File: src/rtl/grant_budget_ctrl.sv
// Homa receiver grant pacer: pops SRPT grant requests and issues grants bounded by an
// overcommit byte budget, which is refilled as scheduled data packets arrive.
module grant_budget_ctrl #(
    parameter logic [31:0] OVERCOMMIT_BYTES = 32'd480000,
    parameter logic [31:0] MIN_GRANT_BYTES  = 32'h56a
) (
    input  logic        ap_clk,
    input  logic        ap_rst_n,
    input  logic        grant_in_empty_i,
    output logic        grant_in_read_en_o,
    input  logic [96:0] grant_in_data_i,
    input  logic        grant_out_full_i,
    output logic        grant_out_write_en_o,
    output logic [96:0] grant_out_data_o,
    input  logic        data_rx_en_i,
    input  logic [31:0] data_rx_bytes_i,
    output logic [31:0] budget_avail_o,
    output logic [31:0] grants_issued_o
);

    typedef enum logic [2:0] {
        IDLE,
        READ,
        EVAL,
        EMIT,
        WAIT_CREDIT
    } state_t;

    state_t      state_reg;
    logic        rd_en_reg;
    logic        wr_en_reg;
    logic [96:0] out_data_reg;
    logic [13:0] peer_reg;
    logic [15:0] rpc_reg;
    logic [31:0] req_reg;
    logic [31:0] grant_reg;
    logic [31:0] residual_reg;
    logic [31:0] outstanding_reg;
    logic [31:0] avail_reg;
    logic [31:0] issued_reg;

    logic        emit_fire;
    logic [32:0] sum_next;
    logic [32:0] rx_ext;
    logic [32:0] diff_next;
    logic [31:0] outstanding_next;
    logic [31:0] credit_floor;
    logic [31:0] credit_grant;
    logic        unused_data;

    // Bits outside peer/rpc/requested-bytes carry nothing this block uses.
    assign unused_data = ^{grant_in_data_i[96:94], grant_in_data_i[61:30]};

    function automatic logic [96:0] pack_grant(
        input logic [31:0] grant,
        input logic [15:0] rpc,
        input logic [13:0] peer
    );
        return {3'b000, grant, 32'd0, rpc, peer};
    endfunction

    assign emit_fire = (state_reg == EMIT) && !grant_out_full_i;

    // A grant committed and an arrival in the same cycle net out before saturating at zero.
    always_comb begin
        sum_next         = {1'b0, outstanding_reg} + (emit_fire ? {1'b0, grant_reg} : 33'd0);
        rx_ext           = data_rx_en_i ? {1'b0, data_rx_bytes_i} : 33'd0;
        diff_next        = sum_next - rx_ext;
        outstanding_next = (sum_next > rx_ext) ? diff_next[31:0] : 32'd0;
    end

    always_comb begin
        credit_floor = (residual_reg < MIN_GRANT_BYTES) ? residual_reg : MIN_GRANT_BYTES;
        credit_grant = (residual_reg < avail_reg) ? residual_reg : avail_reg;
    end

    always_ff @(posedge ap_clk or negedge ap_rst_n) begin
        if (!ap_rst_n) begin
            outstanding_reg <= 32'd0;
            avail_reg       <= OVERCOMMIT_BYTES;
        end else begin
            outstanding_reg <= outstanding_next;
            avail_reg       <= OVERCOMMIT_BYTES - outstanding_next;
        end
    end

    always_ff @(posedge ap_clk or negedge ap_rst_n) begin
        if (!ap_rst_n) begin
            state_reg    <= IDLE;
            rd_en_reg    <= 1'b0;
            wr_en_reg    <= 1'b0;
            out_data_reg <= '0;
            peer_reg     <= '0;
            rpc_reg      <= '0;
            req_reg      <= '0;
            grant_reg    <= '0;
            residual_reg <= '0;
            issued_reg   <= '0;
        end else begin
            rd_en_reg <= 1'b0;
            wr_en_reg <= 1'b0;
            case (state_reg)
                IDLE: begin
                    if (!grant_in_empty_i) begin
                        rd_en_reg <= 1'b1;
                        state_reg <= READ;
                    end
                end
                // First READ cycle carries the pop; the FIFO word is valid in the second.
                READ: begin
                    if (!rd_en_reg) begin
                        peer_reg  <= grant_in_data_i[13:0];
                        rpc_reg   <= grant_in_data_i[29:14];
                        req_reg   <= grant_in_data_i[93:62];
                        state_reg <= EVAL;
                    end
                end
                EVAL: begin
                    if (req_reg == 32'd0) begin
                        state_reg <= IDLE;
                    end else if (req_reg <= avail_reg) begin
                        grant_reg    <= req_reg;
                        residual_reg <= 32'd0;
                        out_data_reg <= pack_grant(req_reg, rpc_reg, peer_reg);
                        state_reg    <= EMIT;
                    end else if (avail_reg >= MIN_GRANT_BYTES) begin
                        grant_reg    <= avail_reg;
                        residual_reg <= req_reg - avail_reg;
                        out_data_reg <= pack_grant(avail_reg, rpc_reg, peer_reg);
                        state_reg    <= EMIT;
                    end else begin
                        residual_reg <= req_reg;
                        state_reg    <= WAIT_CREDIT;
                    end
                end
                EMIT: begin
                    if (!grant_out_full_i) begin
                        wr_en_reg  <= 1'b1;
                        issued_reg <= issued_reg + 32'd1;
                        state_reg  <= (residual_reg != 32'd0) ? WAIT_CREDIT : IDLE;
                    end
                end
                WAIT_CREDIT: begin
                    if (avail_reg >= credit_floor) begin
                        grant_reg    <= credit_grant;
                        residual_reg <= residual_reg - credit_grant;
                        out_data_reg <= pack_grant(credit_grant, rpc_reg, peer_reg);
                        state_reg    <= EMIT;
                    end
                end
                default: state_reg <= IDLE;
            endcase
        end
    end

    assign grant_in_read_en_o   = rd_en_reg;
    assign grant_out_write_en_o = wr_en_reg;
    assign grant_out_data_o     = out_data_reg;
    assign budget_avail_o       = avail_reg;
    assign grants_issued_o      = issued_reg;

endmodule

File: config.mk
export PLATFORM = sky130hd
export DESIGN_NAME = grant_budget_ctrl
export DESIGN_NICKNAME = d
export VERILOG_FILES = /design/src/rtl/grant_budget_ctrl.sv
export SDC_FILE = /design/constraint.sdc
export NUM_CORES = 1
export LEC_CHECK = 0
export CELL_PAD_IN_SITES_DETAIL_PLACEMENT = 0
export CELL_PAD_IN_SITES_GLOBAL_PLACEMENT = 1
export CORE_ASPECT_RATIO = 0.7
export CORE_MARGIN = 2
export CORE_UTILIZATION = 41
export CTS_BUF_LIST = sky130_fd_sc_hd__clkbuf_16
export CTS_CLUSTER_SIZE = 10
export DETAILED_ROUTE_END_ITERATION = 8
export PLACE_DENSITY = 0.87
export SYNTH_ARGS = -nofsm -noshare
export SYNTH_HDL_FRONTEND = slang
export SYNTH_SLANG_ARGS = --single-unit
export TNS_END_PERCENT = 20
File: constraint.sdc
create_clock -name ap_clk -period 22.8 [get_ports ap_clk]
set_input_delay 2.28 -clock ap_clk [delete_from_list [all_inputs] [get_ports ap_clk]]
set_output_delay 2.28 -clock ap_clk [all_outputs]
set_load 0.03 [all_outputs]
* Yosys cells after proc, flatten, opt, wreduce, memory -nomap -nowiden
Index checks and enable logic that the tools add are counted.
** Word-level totals
- Memories kept :: 0
- Logic and storage cells :: 80
- Bits in writable memories :: 0
- Input port bits :: 134
- Bits in latches :: 0
- ROM bits :: 0
- Output and inout bits :: 163
- Flip-flop bits (word level) :: 324
** Operators by class
- Multiply operators :: 0
- Reduce and logical (&&, ||, !) cells :: 11
- Equality and inequality tests :: 10
- Muxes and demuxes :: 33
- Add/sub/neg operators :: 6
- Bitwise gates (word level) :: 2
- Magnitude comparators :: 6
- Divide/modulo/power cells :: 0
- Shift-type cells :: 0
** Operator list (count)
- $mux 32 :: 13
- $mux 97 :: 4
- $pmux 97 s2 :: 1
- $pmux 32 s2 :: 2
- $sub 32x32->32 :: 3
- $add 32x32->33 :: 1
- $gt 33x32->1 :: 1
- $add 32x1->32 const B :: 1
- $ge 32x11->1 const B :: 1
- $ge 32x32->1 :: 1
- $le 32x32->1 :: 1
- $logic_not 32->1 :: 1
- $lt 32x11->1 const B :: 1
- $lt 32x32->1 :: 1
- $reduce_bool 32->1 :: 1
- $sub 19x32->32 const A :: 1
- $mux 3 :: 8
- $pmux 3 s5 :: 1
- $ne 2x2->1 const B :: 5
- $reduce_and 4->1 :: 2
- $eq 3x2->1 const B :: 2
- $mux 1 :: 4
- $reduce_and 2->1 :: 2
- $eq 3x1->1 const B :: 1
- other kinds (8) :: 9

* Logic depth before layout (Yosys ltp)
- Depth after elaboration :: 7
- Depth in mapped cells :: 38
- Depth with buffers taken out :: 33

* Worst setup path before layout
Ideal clock, no wire load.
- Path type :: in2reg
- From :: input port grant_out_full_i
- To :: register avail_reg[22] (netlist: budget_avail_o[22])
- Cell stages on the path :: 33
- Path slack :: 13.785 ns
- Library setup time :: 0.125 ns
- Data required time :: 22.675 ns
- Buffers on the path :: 4
- Data arrival time :: 8.890 ns
- Path through :: nor3_1 clkbuf_1 clkbuf_1 and2_1 ha_1 fa_1 a211oi_1 o21ai_0 o311ai_0 o21ai_0 a31o_2 a2111o_1 a21oi_1 o21bai_1 a21oi_1 xnor2_1 ha_1 and3_1 nand3_1 or4_1 and3_1 a21oi_1 nand2_1 clkbuf_1 nand2b_1 ha_1 clkbuf_1 nand2_1 nor4_1 nor4_1 a211o_1 a31oi_1 mux2_2
** Between the ends
- Word-level cells in the longest chain between the ends :: 7
- Elaborated cells on any way between the ends :: 8
- Classes of those cells :: add/sub (3); order compare (1); mux (2); reduce/logical (2)
** RTL lines
- from (decl) :: line 12 : input logic grant_out_full_i,
- $logic_not 1->1 (*)
- $logic_and 1x1->1 (*) :: line 62 : assign emit_fire = (state_reg == EMIT) && !grant_out_full_i;
- $mux 32 (*) :: line 66 : sum_next = {1'b0, outstanding_reg} + (emit_fire ? {1'b0, grant_reg} : 33'd0);
- $add 32x32->33 (*) :: line 66
- $sub 32x32->32 or $gt 33x32->1 (tied branches) :: line 68, 69
- $mux 32 (*) :: line 69 : outstanding_next = (sum_next > rx_ext) ? diff_next[31:0] : 32'd0;
- $sub 19x32->32 (*) :: line 83 : avail_reg <= OVERCOMMIT_BYTES - outstanding_next;
- to (signal assigned) :: line 83
- to (decl) :: line 39 : logic [31:0] avail_reg;
Mark *: on every way between the ends. The rest lies on a longest branch, timed or not.
A chain may end at the register's enable or synchronous reset.

* Worst setup path after layout
- From :: input port grant_out_full_i
- To :: register avail_reg[28] (netlist: budget_avail_o[28])
Same word-level chain as after synthesis.

==> flow_summary_export.csv <==
group,metric,value,unit
worst_setup_path,critPathLaunchType,"input port",
sta,worst_clock_skew,21.4,ps
global_routing,grt_pass1_vias,17566,
sta,fin_crit,10740,ps
synth,yosysWarnings,0,
clock_tree,h-tree-depth,1,
clock_tree,post_cts_buffers,0,
clock_tree,cts_tree,"built",
clock_tree,cts_buffer_depth,3,
clock_tree,clk_pin_slew_worst_paths,60,ps
global_routing,antenna_found_initial,2,
layout,syn_to_final_growth,17.8,%
detailed_routing,first_pass_iters,5,
worst_setup_path,required,23280,ps
worst_setup_path,path_max_fanout,33,
sta,worstMarginPinSlew,1110,ps
sta,slew_headroom,25.4,%
min_path,whs_path_depth,2,
outcome,status,"complete, no violations",
global_routing,grt_max_degree,99,
sta,final_hold_viol_count,0,
synth,synth_ff_type,"dfrtp_1",
placed_design,place_congestion,0.949,
synth,async_flop_share,100,%
detailed_routing,drc,0,
global_routing,track_usage,24.2,%
floorplan,std_cell_rows,68,
synth,synthCells,2395,
floorplan,io_pins,297,
worst_setup_path,reg2regPathDepth,34,
detailed_routing,initialDrtViolationCount,1805,
min_path,holdCritPathClass,"register to register",
clock_tree,post_cts_resized,0,
clock_tree,cts_buffers,31,
layout,regArea,6410,µm²
sta,fmax,93.1,MHz
floorplan,initial_core_util,41.8,%
synth,synth_cell_types,91,
synth,synth-seq-area-share,30.9,%
sta,fin_ws,12060,ps
layout,drive_gt1_share,7.61,%
clock_tree,cts_root_buf,"clkbuf_16",
global_routing,grt_pass1_wl,101000,µm
sta,setup_viol,0,
sta,rsz0062_at_grt,"false",
worst_setup_path,cp-end-kind,"register",
detailed_routing,vias_per_cell,5.79,
layout,nFillCells,4688,
worst_setup_path,critical-path-max-stage-delay,660,ps
sta,final_max_slew_viol_count,0,
floorplan,core-area,49700,µm²
placed_design,io_buffers,226,
run,maxCapViolations,0,
placed_design,place_ws,11700,ps
floorplan,die-area,52500,µm²
worst_setup_path,cp.arrival,11220,ps
sta,setup_tns,0,ps
clock_tree,clkSinkCount,256,
worst_setup_path,critPathKind,"input port to register",
global_routing,grt_remaining_overflow,0,
synth,ys_ff_latch,256,
synth,syn_area,20800,µm²
layout,nets,2922,
sta,period_share,47.1,%
detailed_routing,antenna_left,0,
floorplan,fp.dieH,192,µm
clock_tree,clkLatencyLatePin,600,ps
placed_design,dpl.hpwl,51100,µm
layout,multi_input_area,13500,µm²
clock_tree,ctsHoldBuffers,0,
synth,syn_avg_cell_area,8.68,µm²
detailed_routing,wl_per_cell,20.0,µm
synth,synth_edf_count,0,
detailed_routing,num_vias,19002,
floorplan,die_w,273,µm
detailed_routing,wl,65800,µm
worst_setup_path,cp_slowest_cell,"o311ai_0",
==> per-stage QoR <==
step / util (%) / area, µm² / instances / hold slack [ps]
floorplan: - / 21000 / 2449 / 435
CTS: 49.3 / 24500 / 3281 / 465
global placement: 47.4 / 23500 / 3224 / 442
global route: 49.3 / 24500 / 3281 / 478
finish: 49.3 / 24500 / 3282 / 461
detailed placement: 47.4 / 23500 / 3224 / 449
==> routing by layer <==
metal	up-vias	wire [µm]	global-route usage, %
li1	9026	-	-
met4	0	1360	5.13
met2	620	27900	35.1
met3	84	5130	5.54
met1	9272	31300	36.2
met5	-	0	0
==> Yosys cell counts (12+ instances only) <==
master | number | share of area, %
nand2_1 | 280 | 5.1
dfrtp_1 | 249 | 30
ha_1 | 192 | 12
a21oi_1 | 190 | 4.6
nor2_1 | 135 | 2.4
o21ai_0 | 109 | 2.6
mux2_2 | 96 | 5.2
xnor2_1 | 95 | 4.0
inv_1 | 87 | 1.6
a21o_1 | 71 | 2.6
clkbuf_1 | 68 | 1.2
nand3_1 | 59 | 1.4
nor3_1 | 59 | 1.4
and2_1 | 54 | 1.6
xor2_1 | 51 | 2.1
mux2i_1 | 42 | 2.0
buf_4 | 36 | 1.3
nand4_1 | 35 | 1.1
nor4_1 | 30 | 0.90
o21a_1 | 30 | 1.1
a31oi_1 | 29 | 0.87
nand2b_1 | 28 | 0.84
and3_1 | 27 | 0.81
o211ai_1 | 26 | 0.94
buf_2 | 23 | 0.55
nor2b_1 | 22 | 0.66
o21ai_1 | 22 | 0.53
a211oi_1 | 14 | 0.51
or3_1 | 13 | 0.39
o2111ai_1 | 12 | 0.51
o21bai_1 | 12 | 0.43
==> worst max-delay path, delay by kind of cell <==
kind	cells	cell delay [ps]
buf+inv	4	1340
xor+xnor	1	100
simple gates	12	2310
fa+ha+maj	3	1050
compound gates	13	4090
==> cell usage in the layout (no fill, tap or decap), drive strengths merged, types with 62 or more instances in the layout <==
cell / Yosys / routed
a21o: 72 / 72
a21oi: 193 / 193
clkdlybuf4s50: 0 / 225
dfrtp: 249 / 249
ha: 192 / 192
inv: 88 / 108
mux2: 96 / 96
nand2: 280 / 280
nor2: 135 / 135
nor3: 62 / 62
o21ai: 131 / 131
xnor2: 95 / 95
==> cell families after synthesis <==
logic type | count (synthesis) | share of synthesized area [%]
multiplexers | 138 | 7.22
buffers and inverters | 224 | 5.06
AO/OA/AOI/OAI | 642 | 20.1
adder cells (fa/ha/maj) | 196 | 11.9
AND/OR/NAND/NOR | 791 | 18.6
other | 2 | 0.0361
flip-flops | 256 | 30.9
XOR/XNOR | 146 | 6.15
==> layout make-up <==
class,count,area share (%)
well taps,665,3.40
repair buffers,246,9.87
clock buffers,31,3.17
clock inverters,26,0.700
diodes,1,0.0102
inverters,88,1.35
flip-flops and latches,256,26.2
multi-input cells,1969,55.3
==> final timing paths <==
kind	start	to	slack [ps]
worst max-delay path	grant_out_full_i	budget_avail_o[28]	12060
worst min-delay path	peer_reg[5]	grant_out_data_o[5]	460
worst max register to register	state_reg[2]	budget_avail_o[28]	13510
worst min register to register	peer_reg[5]	grant_out_data_o[5]	460
max in group asynchronous	ap_rst_n	grant_out_data_o[2]	19470
min in group asynchronous	ap_rst_n	grant_reg[0]	1720
Power is not shown: default switching activity piles up to over one toggle a cycle in this logic, so the estimate is an artifact.
